## config.mk

```make
export PLATFORM = sky130hd
export DESIGN_NAME = mod_counter_flat
export DESIGN_NICKNAME = d
export VERILOG_FILES = /design/src/rtl/mod_counter_pkg.sv /design/src/rtl/mod_counter_if.sv /design/src/rtl/mod_counter_next.sv /design/src/rtl/mod_counter.sv /design/src/flat_wrapper.sv
export SDC_FILE = /design/constraint.sdc
export NUM_CORES = 1
export LEC_CHECK = 0
export BUFFER_PORTS_ARGS = -buffer_cell sky130_fd_sc_hd__buf_2
export CAP_MARGIN = 20
export CORE_AREA = 4 4 41 43
export DETAILED_ROUTE_END_ITERATION = 12
export DIE_AREA = 0 0 45 47
export PLACE_DENSITY = 0.34
export SLEW_MARGIN = 25
export SYNTH_ARGS = -nofsm -noshare
export SYNTH_HDL_FRONTEND = slang
export SYNTH_SLANG_ARGS = --single-unit
```

## constraint.sdc

```tcl
create_clock -name clk -period 2 [get_ports clk]
set_clock_uncertainty 0.15 [all_clocks]
set_input_delay 0.3 -clock clk [delete_from_list [all_inputs] [get_ports clk]]
set_output_delay 0.3 -clock clk [all_outputs]
set_load 0.03 [all_outputs]
```

## src/rtl/mod_counter_pkg.sv

```systemverilog
// Shared types and defaults for the mod_counter block.
package mod_counter_pkg;

  localparam int unsigned COUNTER_WIDTH_DEFAULT = 5;

  typedef logic [COUNTER_WIDTH_DEFAULT-1:0] count_t;

endpackage

```

## src/rtl/mod_counter_if.sv

```systemverilog
// Count output bus of mod_counter; master drives, slave observes.
interface mod_counter_if
  import mod_counter_pkg::*;
#(
  parameter int unsigned WIDTH = COUNTER_WIDTH_DEFAULT
);

  logic [WIDTH-1:0] c;

  modport master (output c);
  modport slave  (input  c);

endinterface

```

## src/rtl/mod_counter_next.sv

```systemverilog
// Combinational next-count logic: wraps to zero after the terminal value.
module mod_counter_next #(
  parameter int unsigned WIDTH     = 5,
  parameter int unsigned MAX_COUNT = (1 << WIDTH) - 1
) (
  input  logic [WIDTH-1:0] c,
  output logic [WIDTH-1:0] c_next,
  output logic             tc
);

  localparam logic [WIDTH-1:0] MaxVal = WIDTH'(MAX_COUNT);

  always_comb begin
    tc     = (c == MaxVal);
    c_next = tc ? '0 : c + WIDTH'(1);
  end

endmodule

```

## src/rtl/mod_counter.sv

```systemverilog
// Free-running modulo-(MAX_COUNT+1) up-counter with registered output and async clear.
module mod_counter
  import mod_counter_pkg::*;
#(
  parameter int unsigned WIDTH     = COUNTER_WIDTH_DEFAULT,
  parameter int unsigned MAX_COUNT = (1 << WIDTH) - 1
) (
  input logic            clk,
  input logic            rst,
  mod_counter_if.master  cnt
);

  if (MAX_COUNT < 1 || MAX_COUNT > (1 << WIDTH) - 1) begin : g_bad_max
    $error("mod_counter: MAX_COUNT out of range for WIDTH");
  end

  logic [WIDTH-1:0] c_q;
  logic [WIDTH-1:0] c_d;
  logic             unused_tc;

  mod_counter_next #(
    .WIDTH     (WIDTH),
    .MAX_COUNT (MAX_COUNT)
  ) u_next (
    .c      (c_q),
    .c_next (c_d),
    .tc     (unused_tc)
  );

  always_ff @(posedge clk or posedge rst) begin
    if (rst) begin
      c_q <= '0;
    end else begin
      c_q <= c_d;
    end
  end

  assign cnt.c = c_q;

endmodule

```

## src/flat_wrapper.sv

```systemverilog
// flat-port wrapper written by rule: the top's interface ports become plain ports
module mod_counter_flat import mod_counter_pkg::*;
#(
  parameter int unsigned WIDTH     = COUNTER_WIDTH_DEFAULT,
  parameter int unsigned MAX_COUNT = (1 << WIDTH) - 1
)
  (clk, rst, cnt_c);
  mod_counter_if #(.WIDTH(WIDTH)) cnt_i ();
  input logic clk;
  input logic rst;
  output wire logic [$bits(cnt_i.c)-1:0] cnt_c;
  assign cnt_c = cnt_i.c;
  mod_counter #(.WIDTH(WIDTH), .MAX_COUNT(MAX_COUNT)) u_core (.clk(clk), .rst(rst), .cnt(cnt_i));
endmodule
```

* Yosys cells after proc, flatten, opt, wreduce, memory -nomap -nowiden
Index checks and enable logic that the tools add are counted.
Word-level totals: bits in registers 5, input port bits 2, output and inout port bits 5
Cells by class: add/subtract/negate cells 1, equality and inequality tests 1, multiplexer cells 1
Operators by type and width (number):
- adder 5 x 1 -> 5 bit, second input constant | 1
- equality test 5 bit, second input constant | 1
- two-way mux 5 bit | 1

* Logic depth before layout (Yosys ltp)
word-level depth 2, depth in mapped cells 5, gate-level depth less buffers 5

* Hierarchy
A second synthesis with hierarchy kept.
Unflattened totals: cells, all modules 16, area total of the unflattened synthesis 212.7 um^2
By module, submodules not included:
- mod_counter | times used 1, cells an instance 6, area an instance 128.9 um^2
- mod_counter_next | times used 1, cells an instance 10, area an instance 83.8 um^2

* Least setup slack after synthesis
No wires, ideal clock.
path type flip-flop to flip-flop, start reg u_core.c_q[0] (netlist: u_core.cnt.c[0]), end reg u_core.c_q[3] (netlist: u_core.cnt.c[3]), library setup time 0.125 ns, arrival 1.425 ns, setup slack 0.300 ns, cell stages (with the launch flop) 6, buffers on the path 0, period minus slack after synthesis 1.700 ns, path through dfrtp_1 > ha_1 > and3_2 > ha_1 > nor2_1 > mux2_4
Between the ends: longest elaborated chain between the ends 2, elaborated cells on any way between the ends 3, classes of those cells add/sub (1); eq/ne (1); mux (1)
Ends and longest elaborated chain:
- start, declared | line mod_counter.sv:17 | logic [WIDTH-1:0] c_q;
- start signal, assigned | line mod_counter.sv:32 | c_q <= '0;
- start signal, assigned | line mod_counter.sv:34 | c_q <= c_d;
- adder 5 x 1 -> 5 bit or equality test 5 bit (tied branches) | line mod_counter_next.sv:15, mod_counter_next.sv:14
- two-way mux 5 bit (*) | line mod_counter_next.sv:15 | c_next = tc ? '0 : c + WIDTH'(1);
- net u_core.c_d[3] | line mod_counter.sv:18 | logic [WIDTH-1:0] c_d;
Mark *: on every way through the listed nets, which the timed path passes. The rest lies on a longest branch.

* Worst setup path in the final report
Same ends and word-level chain as after synthesis.

==> results.tsv <==
metric	value	unit
worst skew pair latency	0.24	ns
Root Driver	clkbuf_4	
synth unique cells	9	
Rows	13	
Critical R2R Capture	u_core.cnt.c[3]$_DFF_PP0_	
synth top area cells	dfrtp_1 59%, ha_1 12%, mux2_4 7.1%	
Setup Viol. Count Final	0	
setup TNS	0	ns
Hold Crit Depth	1	
multi-input logic area	83.8	µm²
largest net degree at the start of global routing	6	
Max-Cap Viols	0	
CTS buffer count	3	
most common cell in the netlist	dfrtp_1	
synth cell count leaders	5 x dfrtp_1, 3 x nor2_1, 2 x ha_1	
first-pass GRT wire length	655	µm
Yosys top cell by area	dfrtp_1	
Crit-path slowest cell	dfrtp_1	
DRC violations left	0	
crit share post-route	0.773	
grt ovf	0	
layout cells sized above 1	0.444	
deepest clock path buffer count	2	
final WL	367	µm
Slew headroom	0.866	
IO Port Bufs	6	
Total GRT Usage	0.0508	
via count of the routed design	156	
R2R depth	5	
final antenna diode count	0	
Netlist Area Pre-Place	213	µm²
FF-to-FF setup slack	0.45	ns
Max VDD drop	0.281	mV
slowest cell delay on critical path	0.39	ns
crit-path cells	ha_1, and3_2, ha_1, nor2_1, mux2_4	
syn nets	20	
Initial Utilization	0.163	
Worst setup EP type	flop	
Gate Count Post-Synth	16	
Post-synth EDFFs	0	
Critical Path AT	1.52	ns
Filler Cell Count	147	
CP max FO	4	
Hold EP	u_core.cnt.c[0]$_DFF_PP0_	
DP Wirelength	298	µm
worst r2r src	u_core.cnt.c[0]$_DFF_PP0_	
Main synth FF type	dfrtp_1	
total power	221	µW
vias in the first global route	175	
Synth top area share	0.588	
Die Ht	47	µm
synthesized area per cell	13.3	µm²
pwr dens	741	nW/µm²
die area	2120	µm²
DR iter-0 viols	0	
area occupied by registers	125	µm²
FMAX	0.647	GHz
RSZ-0062 raised after global routing	no	
I/O Pins	7	
initial antenna violation count	0	
status	complete, no violations	
routed len/inst	8.74	µm
CP most frequent cell	ha_1	
Pleak	0.152	nW
TritonCTS clock tree	built	
final hold vios	0	
Critical Path RT	1.97	ns
Detail Route Antenna Nets	0	
Async SR Flop Fraction	1.00	
yosys warns	0	
fin crit period	1.55	ns
Seq cells post-synth	5	
Clk pin slew, worst setup/hold paths	0.04	ns
Clock Sinks	5	
Largest register FFs	5	
WP buf/inv	0	
Crit Path Category	flop to flop	
htree depth	1	
register area share after synthesis	0.588	
CP top delay family	adder cells	
Die X-Extent	45	µm
core area	1300	µm²
Area Overhead vs Synth	40.0	%
Nets	32	
min-delay src	u_core.cnt.c[0]$_DFF_PP0_	
hold crit path type	flop to flop	
vias per inst	3.71	
First-pass DRT Iterations	1	
CP Launch Type	flop	
Slew @ Worst Pin	0.200	ns
gp weighted congestion	0.677	
Max Slew Vio Count	0	
## layer usage
metal  track usage  up-vias  wire length (µm)
met3        0.0651        0                51
li1              -       75                 -
met5             0        -                 0
met1        0.0346       75               155
met4        0.0526        0                 0
met2        0.0650        6               161
## worst reg2reg max path, stage by stage, from the launching register on
cell and delay (ns):
dfrtp_1 0.39, ha_1 0.20, and3_2 0.17, ha_1 0.21, nor2_1 0.06, mux2_4 0.26
## metrics by stage
step,hold slack (ns),setup slack [ns],utilization,cell area [µm²],instances
after global routing,0.355,0.375,0.229,298,42
after detailed placement,0.0606,0.440,0.201,262,37
after floorplan,-0.0715,0.300,-,213,16
after global placement,0.0561,0.433,0.201,262,37
final,0.337,0.454,0.229,298,42
after CTS,0.343,0.439,0.229,298,42
## power by group
group	internal (mW)	total, mW	switching, mW
Combinational	0.00210	0.00451	0.00241
Clock	0.0753	0.115	0.0392
Sequential	0.102	0.102	0
Total	0.179	0.221	0.0417
## area by class of cell
type,instances,share of cell area
timing repair buffer,7,0.134
multi-input combinational,10,0.282
clock buffer,4,0.0882
sequential,5,0.420
tap,15,0.0630
inverter,1,0.0126
## cells by family (layout without fill, tap and decap cells)
kind of cell	Yosys count	after routing	share of synthesized area
AND/OR/NAND/NOR	6	6	0.165
XOR/XNOR	1	1	0.0412
buffers and inverters	1	12	0.0176
multiplexers	1	1	0.0706
flip-flops	5	5	0.588
adder cells (fa/ha/maj)	2	2	0.118
## repair_timing
action,4_1_cts,5_1_grt
endpoints found under the hold margin,5,0
gates resized for setup,0,0
setup buffers,0,0
hold buffers,1,0
## worst max-delay path by stage
| stage | start | to | slack, ns | depth (start not counted) |
|---|---|---|---|---|
| finish | u_core.cnt.c[0]$_DFF_PP0_ | u_core.cnt.c[3]$_DFF_PP0_ | 0.45 | 5 |
| global route | u_core.cnt.c[0]$_DFF_PP0_ | u_core.cnt.c[3]$_DFF_PP0_ | 0.37 | 5 |
| CTS | u_core.cnt.c[0]$_DFF_PP0_ | u_core.cnt.c[3]$_DFF_PP0_ | 0.44 | 5 |
| detailed placement | u_core.cnt.c[0]$_DFF_PP0_ | u_core.cnt.c[3]$_DFF_PP0_ | 0.44 | 5 |
| global placement | u_core.cnt.c[0]$_DFF_PP0_ | u_core.cnt.c[3]$_DFF_PP0_ | 0.43 | 5 |
| floorplan | u_core.cnt.c[0]$_DFF_PP0_ | u_core.cnt.c[3]$_DFF_PP0_ | 0.30 | 5 |
## layout by cell type (no fill, tap or decap)
cell type      instances
buf_2                  6
dfrtp_1                5
nor2_1                 3
clkbuf_4               3
ha_1                   2
and3_2                 1
nor2b_1                1
nand3_2                1
mux2_4                 1
xnor2_1                1
inv_1                  1
clkbuf_1               1
dlygate4sd3_1          1
Note: power is estimated with default switching activity, not from simulation.
